### src/rtl/uart_pkg.sv
// Shared UART definitions: FSM state encoding and system/baud constants.
// Even parity in uart_tx is enabled by defining UART_TX_PARITY_EN.
package uart_pkg;

  localparam int UART_CLK_HZ    = 10_000_000;
  localparam int UART_BAUD      = 115200;
  localparam int UART_DATA_BITS = 8;

  typedef enum logic [2:0] {
    IDLE,
    START,
    DATA,
    PARITY,
    STOP
  } uart_state_t;

endpackage : uart_pkg

### src/rtl/uart_tx_if.sv
// Byte handshake between the core logic (master) and the UART transmitter (slave).
interface uart_tx_if;
  import uart_pkg::*;

  logic [UART_DATA_BITS-1:0] txdata;
  logic                      txclk;
  logic                      txready;

  modport master (output txdata, output txclk, input  txready);
  modport slave  (input  txdata, input  txclk, output txready);

endinterface : uart_tx_if

### src/rtl/uart_tx_baud_tick.sv
// Bit-period counter: counts 0..CLKS_PER_BIT-1 while enabled, pulses tick on the wrap.
module baud_tick #(
  parameter int CLKS_PER_BIT = 87
) (
  input  logic hwclk,
  input  logic reset,
  input  logic enable,
  input  logic clear,
  output logic tick
);
  localparam int              CW   = (CLKS_PER_BIT > 1) ? $clog2(CLKS_PER_BIT) : 1;
  localparam logic [CW-1:0]   LAST = CW'(CLKS_PER_BIT - 1);

  logic [CW-1:0] cnt;

  assign tick = enable && (cnt == LAST);

  // NOTE: sequential state uses non-blocking assignments so every flop samples
  // pre-edge values regardless of process ordering in simulation.
  always_ff @(posedge hwclk) begin
    if (reset || clear) begin
      cnt <= '0;
    end else if (enable) begin
      cnt <= tick ? '0 : cnt + CW'(1);
    end
  end

endmodule : baud_tick

### src/rtl/uart_tx.sv
// Byte-serial UART transmitter, 8N1 by default or 8E1 when UART_TX_PARITY_EN is defined.
// All outputs are registered; the bit period comes from the internal baud_tick counter.
module uart_tx
  import uart_pkg::*;
#(
  parameter int CLKS_PER_BIT = (UART_CLK_HZ + UART_BAUD / 2) / UART_BAUD
) (
  input  logic     hwclk,
  input  logic     reset,
  uart_tx_if.slave txif,
  output logic     tx,
  output logic     busy
);
  localparam logic [2:0] LAST_BIT = 3'(UART_DATA_BITS - 1);

  uart_state_t               state, state_next;
  logic [UART_DATA_BITS-1:0] shift, shift_next;
  logic [2:0]                bit_idx, bit_idx_next;
  logic                      tx_next;
  logic                      txready;
  logic                      load;
  logic                      tick;
`ifdef UART_TX_PARITY_EN
  logic                      parity_q, parity_next;
`endif

  baud_tick #(
    .CLKS_PER_BIT (CLKS_PER_BIT)
  ) u_baud_tick (
    .hwclk  (hwclk),
    .reset  (reset),
    .enable (state != IDLE),
    .clear  (load),
    .tick   (tick)
  );

  // NOTE: every signal driven here gets a default first, so no path can leave
  // one unassigned and infer a latch.
  always_comb begin
    state_next   = state;
    shift_next   = shift;
    bit_idx_next = bit_idx;
    load         = 1'b0;
    tx_next      = 1'b1;
`ifdef UART_TX_PARITY_EN
    parity_next  = parity_q;
`endif

    case (state)
      IDLE: begin
        if (txif.txclk) load = 1'b1;
      end
      START: begin
        if (tick) begin
          state_next   = DATA;
          bit_idx_next = '0;
        end
      end
      DATA: begin
        if (tick) begin
          if (bit_idx == LAST_BIT) begin
`ifdef UART_TX_PARITY_EN
            state_next = PARITY;
`else
            state_next = STOP;
`endif
          end else begin
            bit_idx_next = bit_idx + 3'd1;
            shift_next   = shift >> 1;
          end
        end
      end
`ifdef UART_TX_PARITY_EN
      PARITY: begin
        if (tick) state_next = STOP;
      end
`endif
      STOP: begin
        // A strobe held across the end of the stop bit chains straight into the
        // next start bit, so a held txclk streams one byte per frame.
        if (tick) begin
          if (txif.txclk) load = 1'b1;
          else            state_next = IDLE;
        end
      end
      default: state_next = IDLE;
    endcase

    if (load) begin
      state_next = START;
      shift_next = txif.txdata;
`ifdef UART_TX_PARITY_EN
      parity_next = ^txif.txdata;
`endif
    end

    // Registered line value is derived from where the FSM will be next cycle.
    case (state_next)
      START:   tx_next = 1'b0;
      DATA:    tx_next = shift_next[0];
`ifdef UART_TX_PARITY_EN
      PARITY:  tx_next = parity_next;
`endif
      default: tx_next = 1'b1;
    endcase
  end

  always_ff @(posedge hwclk) begin
    if (reset) begin
      state    <= IDLE;
      shift    <= '0;
      bit_idx  <= '0;
      tx       <= 1'b1;
      txready  <= 1'b1;
      busy     <= 1'b0;
`ifdef UART_TX_PARITY_EN
      parity_q <= 1'b0;
`endif
    end else begin
      state    <= state_next;
      shift    <= shift_next;
      bit_idx  <= bit_idx_next;
      tx       <= tx_next;
      txready  <= (state_next == IDLE);
      busy     <= (state_next != IDLE);
`ifdef UART_TX_PARITY_EN
      parity_q <= parity_next;
`endif
    end
  end

  assign txif.txready = txready;

endmodule : uart_tx

### src/flat_wrapper.sv
// flat-port wrapper written by rule: the top's interface ports become plain ports
module uart_tx_flat import uart_pkg::*;
#(
  parameter int CLKS_PER_BIT = (UART_CLK_HZ + UART_BAUD / 2) / UART_BAUD
)
  (hwclk, reset, tx, busy, txif_txdata, txif_txclk, txif_txready);
  uart_tx_if txif_i ();
  input  logic hwclk;
  input  logic reset;
  output logic tx;
  output logic busy;
  input wire logic [$bits(txif_i.txdata)-1:0] txif_txdata;
  input wire logic [$bits(txif_i.txclk)-1:0] txif_txclk;
  output wire logic [$bits(txif_i.txready)-1:0] txif_txready;
  assign txif_i.txdata = txif_txdata;
  assign txif_i.txclk = txif_txclk;
  assign txif_txready = txif_i.txready;
  uart_tx #(.CLKS_PER_BIT(CLKS_PER_BIT)) u_core (.hwclk(hwclk), .reset(reset), .txif(txif_i), .tx(tx), .busy(busy));
endmodule
### config.mk
export PLATFORM = sky130hd
export DESIGN_NAME = uart_tx_flat
export DESIGN_NICKNAME = d
export VERILOG_FILES = /design/src/rtl/uart_pkg.sv /design/src/rtl/uart_tx_if.sv /design/src/rtl/uart_tx_baud_tick.sv /design/src/rtl/uart_tx.sv /design/src/flat_wrapper.sv
export SDC_FILE = /design/constraint.sdc
export NUM_CORES = 1
export LEC_CHECK = 0
export ABC_AREA = 1
export BUFFER_PORTS_ARGS = -buffer_cell sky130_fd_sc_hd__buf_2
export CORE_MARGIN = 3
export CORE_UTILIZATION = 58
export DETAILED_ROUTE_END_ITERATION = 10
export GPL_ROUTABILITY_DRIVEN = 0
export PLACE_DENSITY = 0.87
export SLEW_MARGIN = 20
export SYNTH_ARGS = -nofsm -noshare
export SYNTH_HDL_FRONTEND = slang
export SYNTH_SLANG_ARGS = --single-unit
### constraint.sdc
create_clock -name hwclk -period 4.6 [get_ports hwclk]
set_clock_uncertainty 0.1 [all_clocks]
set_input_delay 0.46 -clock hwclk [delete_from_list [all_inputs] [get_ports hwclk]]
set_output_delay 0.46 -clock hwclk [all_outputs]
set_load 0.005 [all_outputs]
# Word level (Yosys, flattened, before mapping)
# Index checks and enable logic that the tools add are counted.
[totals]
n_memories = 0
romBits = 0
latch_bits = 0
ramBits = 0
regBits = 24
output_inout_bits = 3
[classes]
n_eq_ne = 11
n_bitwise = 0
multipliers = 0
order_cmp = 0
add_sub_neg = 2
mux = 20
n_div = 0
reduce_logical = 11
shifts = 0
[ops]
columns = ["cell", "n"]
rows = [
  ["$mux 8", 4],
  ["$mux 3", 9],
  ["$pmux 3 s4", 1],
  ["$ne 2x2->1 const B", 4],
  ["$add 7x1->7 const B", 1],
  ["$eq 7x7->1 const B", 1],
  ["$mux 7", 1],
  ["$eq 3x1->1 const B", 2],
  ["$eq 3x2->1 const B", 2],
  ["$eq 3x3->1 const B", 2],
  ["$logic_not 3->1", 2],
  ["$pmux 3 s2", 1],
  ["$reduce_bool 2->1", 3],
  ["$reduce_bool 3->1", 2],
  ["$pmux 1 s2", 2],
  ["$reduce_and 4->1", 1],
  ["$add 3x1->3 const B", 1],
  ["$reduce_and 3->1", 1],
  ["$mux 1", 2],
  ["$logic_and 1x1->1", 1],
  ["$logic_or 1x1->1", 1],
]

# Logic depth before layout (Yosys ltp)
# Gate-level depths: netlist of run 1.
[depth]
word_depth = 7
mapped_depth = 11
depth_no_buf = 11

# Cells and area by module
# Synthesis of run 1 repeated with hierarchy kept, for this count alone.
[unflattened]
cells_unflattened = 163
area_unflattened_um2 = 1216.2
[by_module_without_submodules]
columns = ["module", "instances", "area_each_um2", "seq_area_each_um2", "cells_each"]
rows = [
  ["uart_tx", 1, 825.8, 340.3, 111],
  ["baud_tick", 1, 390.4, 140.1, 52],
]

# Worst setup path after synthesis of run 1
# No wires, ideal clock.
[synth_timing]
path_type = "reg2reg"
start = "register u_core.u_baud_tick.cnt[0]"
end = "register u_core.tx"
arrival_time_ps = 1272
setup_ps = 113
path_slack_ps = 3115
path_buffers = 1
stages_incl_launch_ff = 12
period_less_slack_ps = 1485
cell_sequence = "dfxtp_1 > inv_1 > ha_1 > nand2_1 > inv_1 > nand3_2 > nand2_4 > nand2_4 > buf_6 > nand3_2 > nand2_1 > nand2_1"
[synth_via]
elab_chain_len = 7
elab_cells_between_ends = 15
cone_classes = "eq/ne (3); mux (11); reduce/logical (1)"
[synth_rtl]
columns = ["item", "line_no", "text"]
rows = [
  ["start, declared", "uart_tx_baud_tick.sv:14", "logic [CW-1:0] cnt;"],
  ["start signal, assigned", "uart_tx_baud_tick.sv:24", "cnt <= tick ? '0 : cnt + CW'(1);"],
  ["$eq 7x7->1 (*)", "uart_tx_baud_tick.sv:16", "assign tick = enable && (cnt == LAST);"],
  ["$logic_and 1x1->1 (*)", "uart_tx_baud_tick.sv:16", ""],
  ["$mux 3 (tied with other cells)", "uart_tx.sv:81", "if (tick) begin"],
  ["$pmux 3 s4 or $pmux 1 s2 (tied branches)", "uart_tx.sv:49", "case (state)"],
  ["$mux 3", "uart_tx.sv:89", "if (load) begin"],
  ["$eq 3x2->1 or $eq 3x1->1 (tied branches)", "uart_tx.sv:98", "case (state_next)"],
  ["$pmux 1 s2 (*)", "uart_tx.sv:98", ""],
  ["end signal, assigned", "uart_tx.sv:123", "tx <= tx_next;"],
  ["end, declared", "uart_tx.sv:11", "output logic tx,"],
]
# Every way passes the cells marked *; elsewhere a longest branch is shown, timed or not. The select of a mux whose other input is x is not followed.
# A chain may end at the register's enable or synchronous reset.

# Final worst setup path of run 1
[layout_timing]
start = "register u_core.u_baud_tick.cnt[0]"
end = "register u_core.u_baud_tick.cnt[2]"
[layout_via]
elab_chain_len = 5
elab_cells_between_ends = 7
cone_classes = "add/sub (1); eq/ne (1); mux (3); reduce/logical (2)"
[layout_rtl]
columns = ["item"]
rows = [
  ["parallel branches: the longest is 5 deep, another holds $add 7x1->7"],
]
# Parallel ways; which one is timed is not known.

==> results of run 1 <==
## routing by layer
layer / vias to the layer above / global-route usage / routed length (um)
li1: 604 / - / -
met1: 521 / 0.262 / 1180
met2: 37 / 0.337 / 1230
met3: 4 / 0.0166 / 129
met4: 0 / 0.0936 / 38
met5: - / 0 / 0
## final cells by class
type | count | area share
multi-input cells | 125 | 0.504
flip-flops and latches | 24 | 0.336
inverters | 24 | 0.0648
repair buffers | 13 | 0.0455
clock buffers | 4 | 0.0254
well taps | 27 | 0.0236
## critical path: stages (launching register included)
cell and delay [ns]:
dfxtp_1 0.41, inv_1 0.08, ha_1 0.22, nand2_1 0.08, inv_1 0.04, nand3_2 0.11, nand2_4 0.11, nand2_4 0.19
nand3_1 0.17, nor3b_1 0.25
## logic make-up after synthesis
family | share of synthesized area
buffers and inverters | 0.0926
AND/OR/NAND/NOR | 0.439
flip-flops | 0.363
AO/OA/AOI/OAI | 0.0681
adder cells (fa/ha/maj) | 0.0378
## path summary, 6_finish.rpt
| path | startpoint | end | slack (ns) |
|---|---|---|---|
| max | u_core.u_baud_tick.cnt[0] | u_core.u_baud_tick.cnt[2] | 2.77 |
| min | txif_txdata[7] | u_core.shift[7] | 0.31 |
| max reg2reg | u_core.u_baud_tick.cnt[0] | u_core.u_baud_tick.cnt[2] | 2.77 |
| min reg2reg | u_core.bit_idx[0] | u_core.bit_idx[0] | 0.39 |
## power by group through the flow
stage	Combinational, W	Clock [W]	Sequential [W]
after global routing	0.0000506	0.000121	0.000223
after global placement	0.0000429	0	0.000226
after floorplan	0.0000334	0	0.000226
after CTS	0.0000446	0.000115	0.000222
after detailed placement	0.0000444	0	0.000227
final	0.0000444	0.000113	0.000222
## through the flow
stage,setup slack (ns),util,power (W)
CTS,2.75,0.693,0.000382
global placement,2.93,0.675,0.000269
floorplan,3.12,-,0.000259
finish,2.77,0.693,0.000380
global route,2.63,0.693,0.000395
detailed placement,2.85,0.675,0.000271
## flip-flops by register name, indices dropped and copies added, names as in the netlist
register and flops:
u_core.shift 8, u_core.u_baud_tick.cnt 7, u_core.bit_idx 3, u_core.state 3, u_core.busy 1, u_core.tx 1, u_core.txif.txready 1
## layout by cell type, fill, tap and decap left out, drive strengths merged
| cell | instances |
|---|---|
| a21oi | 14 |
| buf | 13 |
| clkbuf | 4 |
| dfxtp | 24 |
| ha | 4 |
| inv | 24 |
| nand2 | 43 |
| nand3 | 35 |
| nand3b | 4 |
| nand4 | 2 |
| nor2 | 14 |
| nor3 | 3 |
| nor3b | 2 |
| o21ai | 4 |
==> impl_metrics.json, run 1 <==
{
  "outcome": "completed",
  "max_slew.worst_pin.slew_ns": 0.340,
  "drc": 0,
  "synth_common_cells": "nand2_1, nand3_1, dfxtp_1, inv_1, a21oi_1",
  "die-width_um": 53.8,
  "grt_start_max_net_pins": 18,
  "clk_latency_ns": 0.32,
  "grt.total_usage": 0.202,
  "drt_iter0_markers": 37,
  "path_max_fanout": 17,
  "yosys.area.top_type": "dfxtp_1",
  "final_hold_viol_count": 0,
  "rows": 16,
  "maxCapViolations": 0,
  "vias": 1166,
  "syn_nets": 191,
  "syn_avg_cell_area_sq_um": 7.52,
  "ys_seq_area_frac": 0.363,
  "arrival_ns": 1.97,
  "antenna_cells": 0,
  "finalSetupViolCount": 0,
  "crit_type": "flip-flop to flip-flop",
  "p_clk_frac": 0.298,
  "post_cts_buffers": 0,
  "yosysMostFrequentCell": "nand2_1",
  "first_global_vias": 1036,
  "p_int_w": 0.000283,
  "yosysTopAreaCellShare": 0.363,
  "post_dp_cell_area_sq_um": 1390,
  "sw_frac_of_total": 0.255,
  "hp-class": "input port to flip-flop",
  "synth_edf_count": 0,
  "drt-pass1-iter-count": 4,
  "initial_utilization": 0.642,
  "fin_hold_ws_ns": 0.311,
  "clock.fmax_ghz": 0.546,
  "multi_input_area_sq_um": 721,
  "dpl.hpwl_um": 1910,
  "area_growth_pct": 7.94,
  "cts_tree": "yes",
  "clkTransAtPathRegs_ns": 0.13,
  "drt-vias-per-instance": 5.37,
  "rsz0062_at_grt": "false",
  "die-area_sq_um": 2890,
  "reg2reg_depth": 9,
  "cts_resized": 0,
  "yosysWarnings": 0,
  "n_fill_cell": 162,
  "fin_crit_sh": 0.398,
  "synthFlopType": "dfxtp_1",
  "nets": 206,
  "die_y_um": 53.8,
  "wl_um": 2580,
  "cts-htree-levels": 1,
  "ant_nets": 0,
  "synth.distinct_cells": 23,
  "clockBufferDepth": 2,
  "critical_path_required_ns": 4.74,
  "relSlewSlack": 0.773,
  "core_area_sq_um": 2060,
  "ys_ff_latch": 24,
  "boundaryPins": 14,
  "dp_cells": 213,
  "postSynth.asyncResetShare": 0,
  "grt_antenna_before_repair": 0,
  "min_path_cells": 3,
  "grt_overflow_total": 0,
  "drive_gt1_frac": 0.226,
  "min_period_ns": 1.83,
  "switching_power_w": 0.0000970,
  "postLayoutCellArea_sq_um": 1430,
  "seqPwrFrac": 0.585,
  "grt_pass1_wl_um": 4350,
  "final-max-slew-violation-count": 0,
  "fin_cells": 217,
  "io_buffer_count": 13,
  "syn_inst": 176,
  "hold_buffers": 0,
  "power_density_nw_per_um2": 266,
  "worst_setup_path_start_kind": "flip-flop",
  "cts_root_buffer": "clkbuf_4",
  "regArea_sq_um": 480,
  "netlist_area_sq_um": 1320,
  "synthTopCellsByArea": "dfxtp_1, nand3_1, nand2_1, inv_1, a21oi_1",
  "numClockSinks": 24,
  "setup_tns_ns": 0,
  "p_comb_frac": 0.117,
  "cts_buffers": 3,
  "irDropWorstVdd_uv": 226,
  "wl_per_cell_um": 11.9,
  "critPathCaptureType": "flip-flop",
  "leakage_nw": 0.639
}
(Power assumes the default switching activity.)
==> run 2: changes to the inputs <==
- CORE_UTILIZATION: 58 -> 57
- PLACE_DENSITY: 0.87 -> 0.86
- clock period: 4.6 -> 1.85 ns (I/O delays scaled with it)
==> impl_metrics.json, run 2 (synthesis gave the netlist of run 1 again) <==
{
  "numClockSinks": 24,
  "area_growth_pct": 11.4,
  "drive_gt1_frac": 0.236,
  "wl_um": 2720,
  "p_clk_frac": 0.363,
  "antenna_cells": 0,
  "grt_antenna_before_repair": 0,
  "largest_reg_flops": 8,
  "nets": 207,
  "die-area_sq_um": 2940,
  "clkTransAtPathRegs_ns": 0.14,
  "postLayoutCellArea_sq_um": 1480,
  "outcome": "completed",
  "layout_commonest_cell": "nand2_1",
  "cts_tree": "yes",
  "clock.fmax_ghz": 0.590,
  "clockBufferDepth": 2,
  "critPathTopFamily": "simple AND/OR/NAND/NOR gates",
  "path_cells": "ha_1 > nand2_1 > inv_1 > nand3_2 > nand2_4 > nand2_8 > nand2_1 > nand2_1 > nand2_1 > nand2_1",
  "n_fill_cell": 165,
  "path_max_fanout": 17,
  "cts_root_buffer": "clkbuf_4",
  "finalPower_w": 0.00105,
  "min_period_ns": 1.69,
  "ant_nets": 0,
  "arrival_ns": 1.82,
  "seqPwrFrac": 0.528,
  "grt_start_max_net_pins": 18,
  "clk_latency_ns": 0.31,
  "p_int_w": 0.000803,
  "final-max-slew-violation-count": 0,
  "largestRegisters": "u_core.shift (8), u_core.u_baud_tick.cnt (7)",
  "wl_per_cell_um": 12.5,
  "first_global_vias": 1155,
  "rsz0062_at_grt": "false",
  "max_slew.worst_pin.slew_ns": 0.321,
  "vias": 1171,
  "sw_frac_of_total": 0.232,
  "post_dp_cell_area_sq_um": 1390,
  "drt-vias-per-instance": 5.37,
  "multi_input_area_sq_um": 729,
  "relSlewSlack": 0.786,
  "initial_utilization": 0.636,
  "cts_buffers": 3,
  "dpl.hpwl_um": 2070,
  "power_density_nw_per_um2": 709,
  "die_y_um": 54.2,
  "crit_type": "flip-flop to flip-flop",
  "final_hold_viol_count": 0,
  "leakage_nw": 0.656,
  "drc": 0,
  "critPathCaptureType": "flip-flop",
  "grt.total_usage": 0.215,
  "p_comb_frac": 0.109,
  "core_area_sq_um": 2080,
  "utilization": 0.709,
  "slowest_delay_ns": 0.42,
  "cts-htree-levels": 1,
  "regArea_sq_um": 482,
  "finalSetupViolCount": 0,
  "cp_slowest_cell": "dfxtp_1",
  "critPathBufInv": 1,
  "setup_tns_ns": 0,
  "fin_hold_ws_ns": 0.0255,
  "final_cell_mix": "nand2_1, nand3_1, dfxtp_1, inv_1, a21oi_1",
  "worst_setup_path_start_kind": "flip-flop",
  "hold_buffers": 0,
  "top_register": "u_core.shift",
  "critical_path_required_ns": 1.98,
  "critPathMostFrequentCell": "nand2_1",
  "switching_power_w": 0.000243,
  "drt-pass1-iter-count": 6,
  "grt_pass1_wl_um": 4640,
  "fin_crit_sh": 0.916,
  "drt_iter0_markers": 30,
  "io_buffer_count": 13,
  "rows": 16,
  "maxCapViolations": 0,
  "irDropWorstVdd_uv": 450,
  "grt_overflow_total": 0,
  "boundaryPins": 14,
  "hp-class": "input port to flip-flop",
  "die-width_um": 54.2
}
## run 2: cell types whose count changed in the layout (fill, tap and decap cells not counted)
cell / delta
buf_12: +1
dfxtp_1: -1
nand2_4: -1
bufinv_16: +1
dfxtp_2: +1
nand2_8: +1
clkbuf_8: -1
## run 2: tightest hold or removal path, stage by stage
cell	delay, ns
buf_2	0.10
nand3_1	0.07
a21oi_1	0.06
## run 2: final timing paths
kind	from	endpoint	slack [ns]	depth (start not counted)
max	u_core.u_baud_tick.cnt[1]	u_core.tx	0.16	10
min reg2reg	u_core.bit_idx[0]	u_core.bit_idx[0]	0.38	1
min	txif_txdata[7]	u_core.shift[7]	0.03	3
max reg2reg	u_core.u_baud_tick.cnt[1]	u_core.tx	0.16	10
## run 2: power by group through the flow
stage          Combinational, W  Clock (W)  Sequential, W
3_5_place_dp           0.000111          0       0.000564
4_1_cts                0.000112   0.000382       0.000552
6_report               0.000114   0.000380       0.000552
3_3_place_gp           0.000107          0       0.000562
5_1_grt                0.000130   0.000397       0.000555
2_1_floorplan         0.0000830          0       0.000562
## run 2: timing repair
action,CTS,global route
gates resized for setup,0,2
buffers inserted,0,1
endpoints found under the hold margin,0,0
endpoints found under the setup margin,0,8
## run 2: layer usage
metal | share of wire | vias up | GRT usage
met1 | 0.44 | 522 | 0.269
met5 | 0 | - | 0
met3 | 0.041 | 8 | 0.0249
met2 | 0.49 | 33 | 0.365
met4 | 0.024 | 0 | 0.0996
li1 | - | 608 | -
## run 2: final cells by class
cell class,instances,share of cell area
clock buffers,3,0.0153
clock inverters,1,0.0204
inverters,24,0.0628
multi-input cells,125,0.494
flip-flops and latches,24,0.327
well taps,27,0.0229
repair buffers,14,0.0577
## run 2: stage by stage
step	cells	worst slack, ns
detailed placement	213	0.115
finish	218	0.155
CTS	217	0.0920
global placement	213	0.226
global route	218	0.0126
floorplan	176	0.365
==> run 3: changes to the inputs <==
- BUFFER_PORTS_ARGS: -buffer_cell sky130_fd_sc_hd__buf_2 -> -buffer_cell sky130_fd_sc_hd__buf_4
==> impl_metrics.json, run 3 (synthesis gave the netlist of run 1 again) <==
{
  "boundaryPins": 14,
  "initial_utilization": 0.636,
  "largest_reg_flops": 8,
  "clkTransAtPathRegs_ns": 0.14,
  "critPathTopFamily": "simple AND/OR/NAND/NOR gates",
  "crit_path_start": "u_core.u_baud_tick.cnt[0]",
  "clockBufferDepth": 2,
  "final_hold_viol_count": 0,
  "io_buffer_count": 13,
  "setup_tns_ns": 0,
  "max_slew.worst_pin.slew_ns": 0.314,
  "first_global_vias": 1092,
  "ant_nets": 0,
  "drive_gt1_frac": 0.245,
  "critPathMostFrequentCell": "nand2_1",
  "hold_start": "txif_txdata[7]",
  "clock.fmax_ghz": 0.578,
  "vias": 1173,
  "numClockSinks": 24,
  "fin_cells": 219,
  "rsz0062_at_grt": "false",
  "cts-htree-levels": 1,
  "cts_tree": "yes",
  "drc": 0,
  "irDropWorstVdd_uv": 585,
  "core_area_sq_um": 2080,
  "cp_slowest_cell": "dfxtp_2",
  "critPathBufInv": 2,
  "grt_overflow_total": 0,
  "grt_pass1_wl_um": 4770,
  "critical_path_required_ns": 1.98,
  "largestRegisters": "u_core.shift (8), u_core.u_baud_tick.cnt (7)",
  "path_max_fanout": 17,
  "path_cells": "inv_1 > ha_1 > nand2_1 > inv_1 > nand3_2 > nand2_4 > nand2_8 > nand2_1 > nand2_1 > nand2_1 > nand2_1",
  "die_y_um": 54.2,
  "wl_um": 2760,
  "drt-pass1-iter-count": 4,
  "finalPower_w": 0.00106,
  "die-area_sq_um": 2940,
  "finalSetupViolCount": 0,
  "dpl.hpwl_um": 2090,
  "r2r_start": "u_core.u_baud_tick.cnt[0]",
  "top_register": "u_core.shift",
  "relSlewSlack": 0.791,
  "final_cell_mix": "nand2_1, nand3_1, dfxtp_1, inv_1, a21oi_1",
  "worst_setup_path_start_kind": "flip-flop",
  "outcome": "completed",
  "power_density_nw_per_um2": 697,
  "cts_buffers": 3,
  "arrival_ns": 1.86,
  "final-max-slew-violation-count": 0,
  "fin_hold_ws_ns": 0.0376,
  "post_dp_cell_area_sq_um": 1430,
  "dp_cells": 213,
  "area_growth_pct": 15.1,
  "crit_type": "flip-flop to flip-flop",
  "die-width_um": 54.2,
  "grt.total_usage": 0.222,
  "critPathCaptureType": "flip-flop",
  "leakage_nw": 0.675,
  "min_period_ns": 1.73,
  "grt_antenna_before_repair": 0,
  "fin_crit_sh": 0.935,
  "maxCapViolations": 0,
  "grt_start_max_net_pins": 18,
  "postLayoutCellArea_sq_um": 1520,
  "drt-vias-per-instance": 5.36,
  "slowest_delay_ns": 0.36,
  "hp-class": "input port to flip-flop",
  "cts_root_buffer": "clkbuf_4",
  "rows": 16,
  "n_fill_cell": 158,
  "wl_per_cell_um": 12.6,
  "nets": 208,
  "antenna_cells": 0,
  "layout_commonest_cell": "nand2_1",
  "drt_iter0_markers": 38,
  "clk_latency_ns": 0.31
}
[run 3: area by class of cell]
type | count | area, sq um | share of cell area
Clock buffer | 3 | 22.5 | 0.0148
Multi-Input combinational cell | 125 | 734 | 0.482
Clock inverter | 1 | 30.0 | 0.0197
Tap cell | 27 | 33.8 | 0.0222
Timing Repair Buffer | 15 | 128 | 0.0837
Sequential cell | 24 | 483 | 0.317
Inverter | 24 | 92.6 | 0.0608
[run 3: per-stage QoR]
step / setup slack (ns) / util
floorplan: 0.365 / -
global placement: 0.229 / 0.684
detailed placement: 0.0906 / 0.684
CTS: 0.0373 / 0.715
global route: 0.000549 / 0.732
finish: 0.121 / 0.732
[run 3: metal layers]
metal  GRT usage  vias up  wire [um]  part of all wire
met5           0        -          0                 0
met3      0.0249        2        125             0.045
li1            -      611          -                 -
met1       0.298      530       1220              0.44
met4      0.0622        0         13            0.0047
met2       0.373       30       1400              0.51
[run 3: worst register-to-register path: stages, from the launching register on]
cell and delay, ns:
dfxtp_2 0.36, inv_1 0.08, ha_1 0.19, nand2_1 0.07, inv_1 0.10, nand3_2 0.14, nand2_4 0.16, nand2_8 0.11
nand2_1 0.09, nand2_1 0.08, nand2_1 0.10, nand2_1 0.05
[run 3: repair_timing]
action | CTS | global route
hold endpoints to repair | 3 | 0
hold buffers | 1 | 0
gates resized for setup | 0 | 4
endpoints found under the setup margin | 0 | 10
setup buffers | 0 | 1
[run 3: where the power goes]
part / switching, W / leakage (nW) / internal [W] / total, W
logic: 0.0000711 / 0.450 / 0.0000551 / 0.000126
registers: 0.0000136 / 0.197 / 0.000540 / 0.000553
clock network: 0.000164 / 0.0279 / 0.000219 / 0.000383
[run 3: worst paths after layout]
check,depth (start not counted),slack [ns],endpoint
min reg2reg,1,0.38,u_core.bit_idx[0]
min,3,0.04,u_core.shift[7]
max,11,0.12,u_core.tx
max reg2reg,11,0.12,u_core.tx
